### src/rtl/circuit_eval_sequencer_pkg.sv
// Shared types and helpers for the LCELL feedback-circuit evaluation sequencer.
package circ_eval_pkg;

  typedef enum logic [1:0] {
    IDLE   = 2'd0,
    SETTLE = 2'd1,
    SAMPLE = 2'd2,
    DONE   = 2'd3
  } state_e;

  localparam int N_IN_DEF = 2;
  localparam int N_VEC    = 2 ** N_IN_DEF;

  function automatic int clog2(input int v);
    int r;
    r = 0;
    for (int i = 0; i < 31; i++)
      if ((1 << i) < v) r = i + 1;
    return r;
  endfunction

endpackage

### src/rtl/circuit_eval_sequencer_sync_2ff.sv
// Two-flop synchronizer bringing the clockless circuit output into the clk domain.
module sync_2ff (
  input  logic clk,
  input  logic rst_n,
  input  logic d_i,
  output logic q_o
);

  logic meta_q, sync_q;

  always_ff @(posedge clk or negedge rst_n) begin
    if (!rst_n) begin
      meta_q <= 1'b0;
      sync_q <= 1'b0;
    end else begin
      meta_q <= d_i;
      sync_q <= meta_q;
    end
  end

  assign q_o = sync_q;

endmodule

### src/rtl/circuit_eval_sequencer.sv
// Walks every input vector of an evolved feedback circuit, samples its settled output
// and accumulates per-vector pass/stability masks plus a fitness score.
module circuit_eval_sequencer
  import circ_eval_pkg::*;
#(
  parameter int N_IN          = N_IN_DEF,
  parameter int SETTLE_CYCLES = 16,
  parameter int SAMPLES       = 8
) (
  input  logic                  clk,
  input  logic                  rst_n,
  input  logic                  start_i,
  input  logic                  abort_i,
  input  logic [2**N_IN-1:0]    target_i,
  output logic [N_IN-1:0]       dut_inp_o,
  input  logic                  dut_out_i,
  output logic                  busy_o,
  output logic                  done_o,
  output logic [N_IN:0]         score_o,
  output logic [2**N_IN-1:0]    pass_mask_o,
  output logic [2**N_IN-1:0]    stable_mask_o
);

  localparam int NV      = 2 ** N_IN;
  localparam int CNT_MAX = (SETTLE_CYCLES > SAMPLES) ? SETTLE_CYCLES : SAMPLES;
  localparam int CW      = clog2(CNT_MAX + 1);

  localparam logic [CW-1:0]   LD_SET = CW'(SETTLE_CYCLES - 1);
  localparam logic [CW-1:0]   LD_SMP = CW'(SAMPLES - 1);
  localparam logic [N_IN-1:0] V_LAST = N_IN'(NV - 1);

  state_e            state_q, state_d;
  logic [CW-1:0]     cnt_q, cnt_d;
  logic [N_IN-1:0]   v_q, v_d;
  logic [NV-1:0]     tgt_q, tgt_d;
  logic [NV-1:0]     pm_q, pm_d;
  logic [NV-1:0]     sm_q, sm_d;
  logic [N_IN:0]     score_q, score_d;
  logic              ref_q, ref_d;
  logic              pass_q, pass_d;
  logic              stab_q, stab_d;

  logic smp;
  logic first, pass_now, stab_now;

  sync_2ff u_sync (
    .clk   (clk),
    .rst_n (rst_n),
    .d_i   (dut_out_i),
    .q_o   (smp)
  );

  always_ff @(posedge clk or negedge rst_n) begin
    if (!rst_n) begin
      state_q <= IDLE;
      cnt_q   <= '0;
      v_q     <= '0;
      tgt_q   <= '0;
      pm_q    <= '0;
      sm_q    <= '0;
      score_q <= '0;
      ref_q   <= 1'b0;
      pass_q  <= 1'b0;
      stab_q  <= 1'b0;
    end else begin
      state_q <= state_d;
      cnt_q   <= cnt_d;
      v_q     <= v_d;
      tgt_q   <= tgt_d;
      pm_q    <= pm_d;
      sm_q    <= sm_d;
      score_q <= score_d;
      ref_q   <= ref_d;
      pass_q  <= pass_d;
      stab_q  <= stab_d;
    end
  end

  always_comb begin
    state_d = state_q;
    cnt_d   = cnt_q;
    v_d     = v_q;
    tgt_d   = tgt_q;
    pm_d    = pm_q;
    sm_d    = sm_q;
    score_d = score_q;
    ref_d   = ref_q;
    pass_d  = pass_q;
    stab_d  = stab_q;

    // The first sample of a window seeds the reference and restarts both flags.
    first    = (cnt_q == LD_SMP);
    pass_now = (smp == tgt_q[v_q]) & (first | pass_q);
    stab_now = first | (stab_q & (smp == ref_q));

    if (abort_i && state_q != IDLE) begin
      state_d = IDLE;
      cnt_d   = '0;
      v_d     = '0;
    end else begin
      case (state_q)
        IDLE: begin
          if (start_i && !abort_i) begin
            state_d = SETTLE;
            cnt_d   = LD_SET;
            v_d     = '0;
            tgt_d   = target_i;
            pm_d    = '0;
            sm_d    = '0;
            score_d = '0;
          end
        end
        SETTLE: begin
          if (cnt_q == '0) begin
            state_d = SAMPLE;
            cnt_d   = LD_SMP;
          end else begin
            cnt_d = cnt_q - CW'(1);
          end
        end
        SAMPLE: begin
          ref_d  = first ? smp : ref_q;
          pass_d = pass_now;
          stab_d = stab_now;
          if (cnt_q == '0) begin
            pm_d[v_q] = pass_now;
            sm_d[v_q] = stab_now;
            score_d   = score_q + (N_IN+1)'(pass_now);
            if (v_q == V_LAST) begin
              state_d = DONE;
            end else begin
              v_d     = v_q + N_IN'(1);
              state_d = SETTLE;
              cnt_d   = LD_SET;
            end
          end else begin
            cnt_d = cnt_q - CW'(1);
          end
        end
        DONE: begin
          state_d = IDLE;
          v_d     = '0;
        end
        default: state_d = IDLE;
      endcase
    end
  end

  assign dut_inp_o     = v_q;
  assign busy_o        = (state_q == SETTLE) || (state_q == SAMPLE);
  assign done_o        = (state_q == DONE);
  assign score_o       = score_q;
  assign pass_mask_o   = pm_q;
  assign stable_mask_o = sm_q;

endmodule

### config.mk
export PLATFORM = sky130hd
export DESIGN_NAME = circuit_eval_sequencer
export DESIGN_NICKNAME = d
export VERILOG_FILES = /design/src/rtl/circuit_eval_sequencer_pkg.sv /design/src/rtl/circuit_eval_sequencer_sync_2ff.sv /design/src/rtl/circuit_eval_sequencer.sv
export SDC_FILE = /design/constraint.sdc
export NUM_CORES = 1
export LEC_CHECK = 0
export CAP_MARGIN = 0
export CELL_PAD_IN_SITES_DETAIL_PLACEMENT = 0
export CELL_PAD_IN_SITES_GLOBAL_PLACEMENT = 1
export CORE_UTILIZATION = 40
export CTS_CLUSTER_DIAMETER = 60
export CTS_CLUSTER_SIZE = 30
export DETAILED_ROUTE_END_ITERATION = 6
export PLACE_DENSITY_LB_ADDON = 0.12
export SLEW_MARGIN = 20
export SYNTH_ARGS = -nofsm -noshare
export SYNTH_HDL_FRONTEND = slang
export SYNTH_SLANG_ARGS = --single-unit
### constraint.sdc
create_clock -name clk -period 4.6 [get_ports clk]
set_input_delay 0.92 -clock clk [delete_from_list [all_inputs] [get_ports clk]]
set_output_delay 0.92 -clock clk [all_outputs]
set_load 0.02 [all_outputs]
After elaboration in Yosys (flattened, before gate mapping)

Index checks and enable logic that the tools add are counted.

Register bits: 29
Output and inout bits: 15
Logic and storage cells: 85

$add $sub $neg: 3
$lt $le $gt $ge: 2
Eq/ne operators: 14
Muxes and demuxes: 31
Bitwise operators: 5
Reductions and logical operators: 18

Operators with widths:

| kind                                                                 | number |
|---|---|
| 5-bit two-way mux                                                    | 5 |
| 2-bit two-way mux                                                    | 9 |
| 4-bit one-hot mux with 2 select lines                                | 2 |
| 5-bit one-hot mux with 3 select lines                                | 1 |
| 4-bit two-way mux                                                    | 3 |
| 3-bit != test, second input constant                                 | 4 |
| 3-bit AND reduction                                                  | 4 |
| 4-bit bitwise mux                                                    | 2 |
| 2-bit one-hot mux with 4 select lines                                | 1 |
| 4-bit AND reduction                                                  | 2 |
| 4-bit nonzero test                                                   | 2 |
| 2-bit == test, second input constant                                 | 3 |
| 3-bit two-way mux                                                    | 2 |
| 2-bit one-hot mux with 3 select lines                                | 1 |
| 3-bit one-hot mux with 2 select lines                                | 1 |
| 5-bit by 3-bit == test with 1-bit output, second input constant      | 1 |
| 5-bit zero test                                                      | 1 |
| 5-bit by 1-bit subtractor with 5-bit output, second input constant   | 1 |
| 2-bit != test, second input constant                                 | 2 |
| 4-bit != test, second input constant                                 | 1 |
| 2-bit nonzero test                                                   | 2 |
| 3-bit by 1-bit adder with 3-bit output                               | 1 |
| 1-bit logical AND                                                    | 3 |
| 2-bit by 3-bit < comparator with 1-bit output, second input constant | 1 |
| other kinds (14)                                                     | 18 |

Logic depth before layout (Yosys ltp)

Word-level depth: 7
Gate-level depth with buffers: 9

Hierarchy

Synthesis repeated with hierarchy kept, for this count alone.

Cells, all modules: 154
Area total of the unflattened synthesis: 1670.4 um2

By module, submodules not included:

| module                 | times used | cells an instance | area an instance (um2) | seq. area each (um2) |
|---|---|---|---|---|
| circuit_eval_sequencer | 1          | 152               | 1620.3                 | 675.6 |
| sync_2ff               | 1          | 2                 | 50.0                   | 50.0 |

Worst setup path after synthesis

Ideal clock, no wire load.

Kind: register -> register
Start point: reg v_q[0] (netlist: dut_inp_o[0])
End point: reg score_q[1] (netlist: score_o[1])
Arrival time: 2035 ps
Path slack: 2444 ps
Stages on the path, launching flop included: 9
Clock period less this slack: 2156 ps
Cell sequence: dfrtp_1 mux4_2 xor2_1 nor2_1 ha_1 ha_1 nand2_1 o21ai_0 a22o_1

Cells in the longest elaborated chain, start to end: 7

Ends and longest elaborated chain:

| what                                      | RTL line                      | RTL |
|---|---|---|
| start: declaration                        | circuit_eval_sequencer.sv:34  | `logic [N_IN-1:0] v_q, v_d;` |
| start signal: assignment                  | circuit_eval_sequencer.sv:68  | `v_q <= v_d;` |
| 1-bit binary-select mux with 2-bit select | circuit_eval_sequencer.sv:93  | `pass_now = (smp == tgt_q[v_q]) & (first \| pass_q);` |
| 1-bit two-way mux (not written as such)   | circuit_eval_sequencer.sv:93  |  |
| 1-bit == test                             | circuit_eval_sequencer.sv:93  |  |
| 1-bit AND                                 | circuit_eval_sequencer.sv:93  |  |
| via pass_now                              | circuit_eval_sequencer.sv:44  | `logic first, pass_now, stab_now;` |
| 3-bit by 1-bit adder with 3-bit output    | circuit_eval_sequencer.sv:128 | `score_d = score_q + (N_IN+1)'(pass_now);` |
| 3-bit two-way mux                         | circuit_eval_sequencer.sv:125 | `if (cnt_q == '0) begin` |
| 3-bit one-hot mux with 2 select lines     | circuit_eval_sequencer.sv:101 | `case (state_q)` |
| end signal: assignment                    | circuit_eval_sequencer.sv:72  | `score_q <= score_d;` |
| end: declaration                          | circuit_eval_sequencer.sv:38  | `logic [N_IN:0] score_q, score_d;` |

The timed path passes the listed nets, and every way through them passes these cells. The select of a mux whose other input is x is not followed.
A chain may end at the register's enable or synchronous reset.

Final worst setup path

Start point: reg state_q[0]
End point: out busy_o

Cells in the longest elaborated chain, start to end: 2
Elaborated cells on any way between the ends: 3

Ends and longest elaborated chain:

| what                                                                      | RTL line                      | RTL |
|---|---|---|
| start: declaration                                                        | circuit_eval_sequencer.sv:32  | `state_e state_q, state_d;` |
| start signal: assignment                                                  | circuit_eval_sequencer.sv:66  | `state_q <= state_d;` |
| 2-bit by 1-bit == test with 1-bit output or 2-bit == test (tied branches) | circuit_eval_sequencer.sv:150 | `assign busy_o = (state_q == SETTLE) \|\| (state_q == SAMPLE);` |
| 1-bit logical OR *                                                        | circuit_eval_sequencer.sv:150 |  |
| end: declaration                                                          | circuit_eval_sequencer.sv:17  | `output logic busy_o,` |

Every way passes the cells marked *; elsewhere a longest branch is shown, timed or not.

==> out/metrics.cfg <==
[clock_tree]
insertion_delay_ns = 0.28
clk_pin_slew_ns = 0.06
cts_inserted_buffers = 5
tritoncts = built
cts_resized = 0
clockBufferDepth = 2
cts_max_level = 2
cts_root_buf = clkbuf_8
cts.sinks = 29
cts_setup_buffers = 0
cts_hold_buf = 0

[layout]
fillers = 337
drive_above_1_share_pct = 13.4
area_growth_pct = 22.6
fin_cells = 227
n_antenna_cell = 0
nets = 199

[critical_path]
critPathKind = register to primary output
start_kind = register
crit_family = buffers and inverters
required_ns = 3.68
crit_path_max_incr_delay_ns = 0.65
cp.buffers_inverters = 2
r2r_setup_slack_ns = 2.34
path_max_fanout = 8
end_kind = primary output
arrival_ns = 1.90
crit_path_top_delay_cell = clkdlybuf4s50_1
path_cells = inv_1, ha_1, clkdlybuf4s50_1

[timing]
drv_slew = 0
worst_pin_slew_ns = 0.823
hold_slack_ns = 0.353
finalHoldViolCount = 0
relSlewSlack_pct = 44.7
finClkSkew_ns = 0.00545
rsz0062_at_grt = no
period_needed_ns = 2.82
tns_ns = 0
fmax_mhz = 354
finalSetupViolCount = 0
min_period_over_period_pct = 61.4

[floorplan]
dieArea_um2 = 4320
fp.dieH_um = 65.7
die_x_um = 65.7
io_pins = 24
start_util_pct = 43.1
row_count = 22
core_region_area_um2 = 3770

[placed_design]
port_buffers = 23
gp_congestion = 0.780
hpwl_mm = 2.53
placed_cells = 219

[logic_synthesis]
synth_ff_type = dfrtp_1
synth_top_area_share_pct = 44.7
syn_avg_cell_area_um2 = 10.8
syn-num-nets = 171
ys_ff_latch = 29
synth_area_um2 = 1620
ys_warn_count = 0
ys_top_cells_by_area = dfrtp_1 45%, ha_1 9.2%, a22o_1 5.4%
synth_edf_count = 0
ys_async_sr_fraction_pct = 100
postSynthCellCount = 150
ys_seq_area_share_pct = 44.7
yosysTopAreaCell = dfrtp_1
synth_cell_types = 40

[routing]
drt-vias-per-instance = 5.53
drtAntennaViolNets = 0
firstDrtPassIters = 4
drt_iter0_drc = 45
vias = 1256
drc = 0
wirelength_mm = 3.45
drt-wirelength-per-cell_um = 15.2

[worst_hold_path]
hp-class = register to register

[global_route]
grt_first_pass_wirelength_mm = 5.72
grt_max_degree = 30
grt_pass1_vias = 1186
grt_overflow_total = 0
grtUsageTotal_pct = 18.1
antenna_found_initial = 0

[pwr]
power_leakage_nw = 0.871
p_per_area_nw_per_um2 = 490
ir_drop_v = 0.000269

[outcome]
status = finished, final reports clean

[run]
max-cap-violations = 0

cell usage after synthesis (all sizes together), types with 2 or more instances:
library cell and number:
dfrtp 29, a22o 13, mux2i 4, buf 2, nor3 3, a31o 2, o21ai 12, inv 8
nand2 9, xnor2 2, mux2 5, nand3 3, a21oi 6, nor2 11, nor4b 2, nand2b 4
nor2b 3, ha 12
area by class of cell:
class	instances	area, um2	share of cell area (%)
clock buffer	6	72.6	3.65
clock inverter	2	10.0	0.503
inverter	8	30.0	1.51
multi-input combinational	110	855	42.9
sequential	29	726	36.5
tap	48	60.1	3.02
timing repair buffer	24	238	11.9
metal layers:
layer / vias to the layer above / track usage [%] / part of all wire, %
li1: 607 / - / -
met2: 20 / 28.4 / 46
met4: 0 / 6.52 / 1.1
met5: - / 0 / 0
met1: 624 / 23.8 / 49
met3: 5 / 4.69 / 3.2
per-stage QoR:
step           worst slack, ns  util [%]  power, W  area, um2
3_5_place_dp              1.78      50.6  0.000781       1910
3_3_place_gp              1.85      50.6  0.000764       1910
6_report                  1.78      52.8  0.000976       1990
4_1_cts                   1.75      52.8  0.000983       1990
5_1_grt                   1.65      52.8   0.00105       1990
2_1_floorplan             2.44         -  0.000666       1620
layout by cell type, fill, tap and decap left out, types with 2 or more instances in the layout:
cell type,synthesis,final
a22o_1,10,10
nand2_1,9,9
clkbuf_8,0,5
a31o_2,2,2
nand3_1,3,3
nand2b_1,4,4
a22o_2,3,3
xnor2_1,2,2
a21oi_1,6,6
ha_1,12,12
nor3_1,3,3
nor2_1,11,11
dfrtp_1,29,29
inv_1,8,8
mux2_2,5,5
nor2b_1,3,3
o21ai_0,12,12
clkinv_2,0,2
clkdlybuf4s50_1,0,23
mux2i_1,4,4
worst reg2reg max path, stage by stage, from the launching register on:
cell and delay [ns]:
dfrtp_1 0.43, inv_1 0.14, ha_1 0.48, inv_1 0.24, nor2_1 0.30, and2_1 0.22, mux2_2 0.34
registers in the layout, summed over array words and instances, names as in the netlist:
name           flops
stable_mask_o      4
u_sync.q_o         1
pass_mask_o        4
stab_q             1
u_sync.meta_q      1
tgt_q              4
ref_q              1
dut_inp_o          2
cnt_q              5
state_q            2
score_o            3
pass_q             1
final timing paths:
kind,startpoint,end,cells after the start
setup reg to reg,state_q[0]$_DFFE_PN0P_,ref_q$_DFFE_PN0P_,6
hold reg to reg,u_sync.meta_q$_DFF_PN0_,u_sync.q_o$_DFF_PN0_,0
setup / recovery,state_q[0]$_DFFE_PN0P_,busy_o,3
hold / removal,u_sync.meta_q$_DFF_PN0_,u_sync.q_o$_DFF_PN0_,0
max in group asynchronous,rst_n,tgt_q[0]$_DFFE_PN0P_,2
min in group asynchronous,rst_n,score_o[1]$_DFFE_PN0P_,2
cell families (layout without fill, tap and decap cells):
group / after synthesis / after routing / synth area share (%)
simple gates: 43 / 43 / 15.3
compound gates: 42 / 42 / 19.2
flops: 29 / 29 / 44.7
fa+ha+maj: 12 / 12 / 9.24
buf+inv: 11 / 40 / 2.70
mux: 10 / 10 / 7.32
xor+xnor: 3 / 3 / 1.62
power by group:
| part | internal (W) | switching (W) | total (W) |
|---|---|---|---|
| clock network | 0.000105 | 0.0000950 | 0.000200 |
| registers | 0.000309 | 0.0000529 | 0.000362 |
| logic | 0.000184 | 0.000231 | 0.000415 |
| total | 0.000597 | 0.000379 | 0.000976 |
Note: power is estimated with default switching activity, not from simulation.
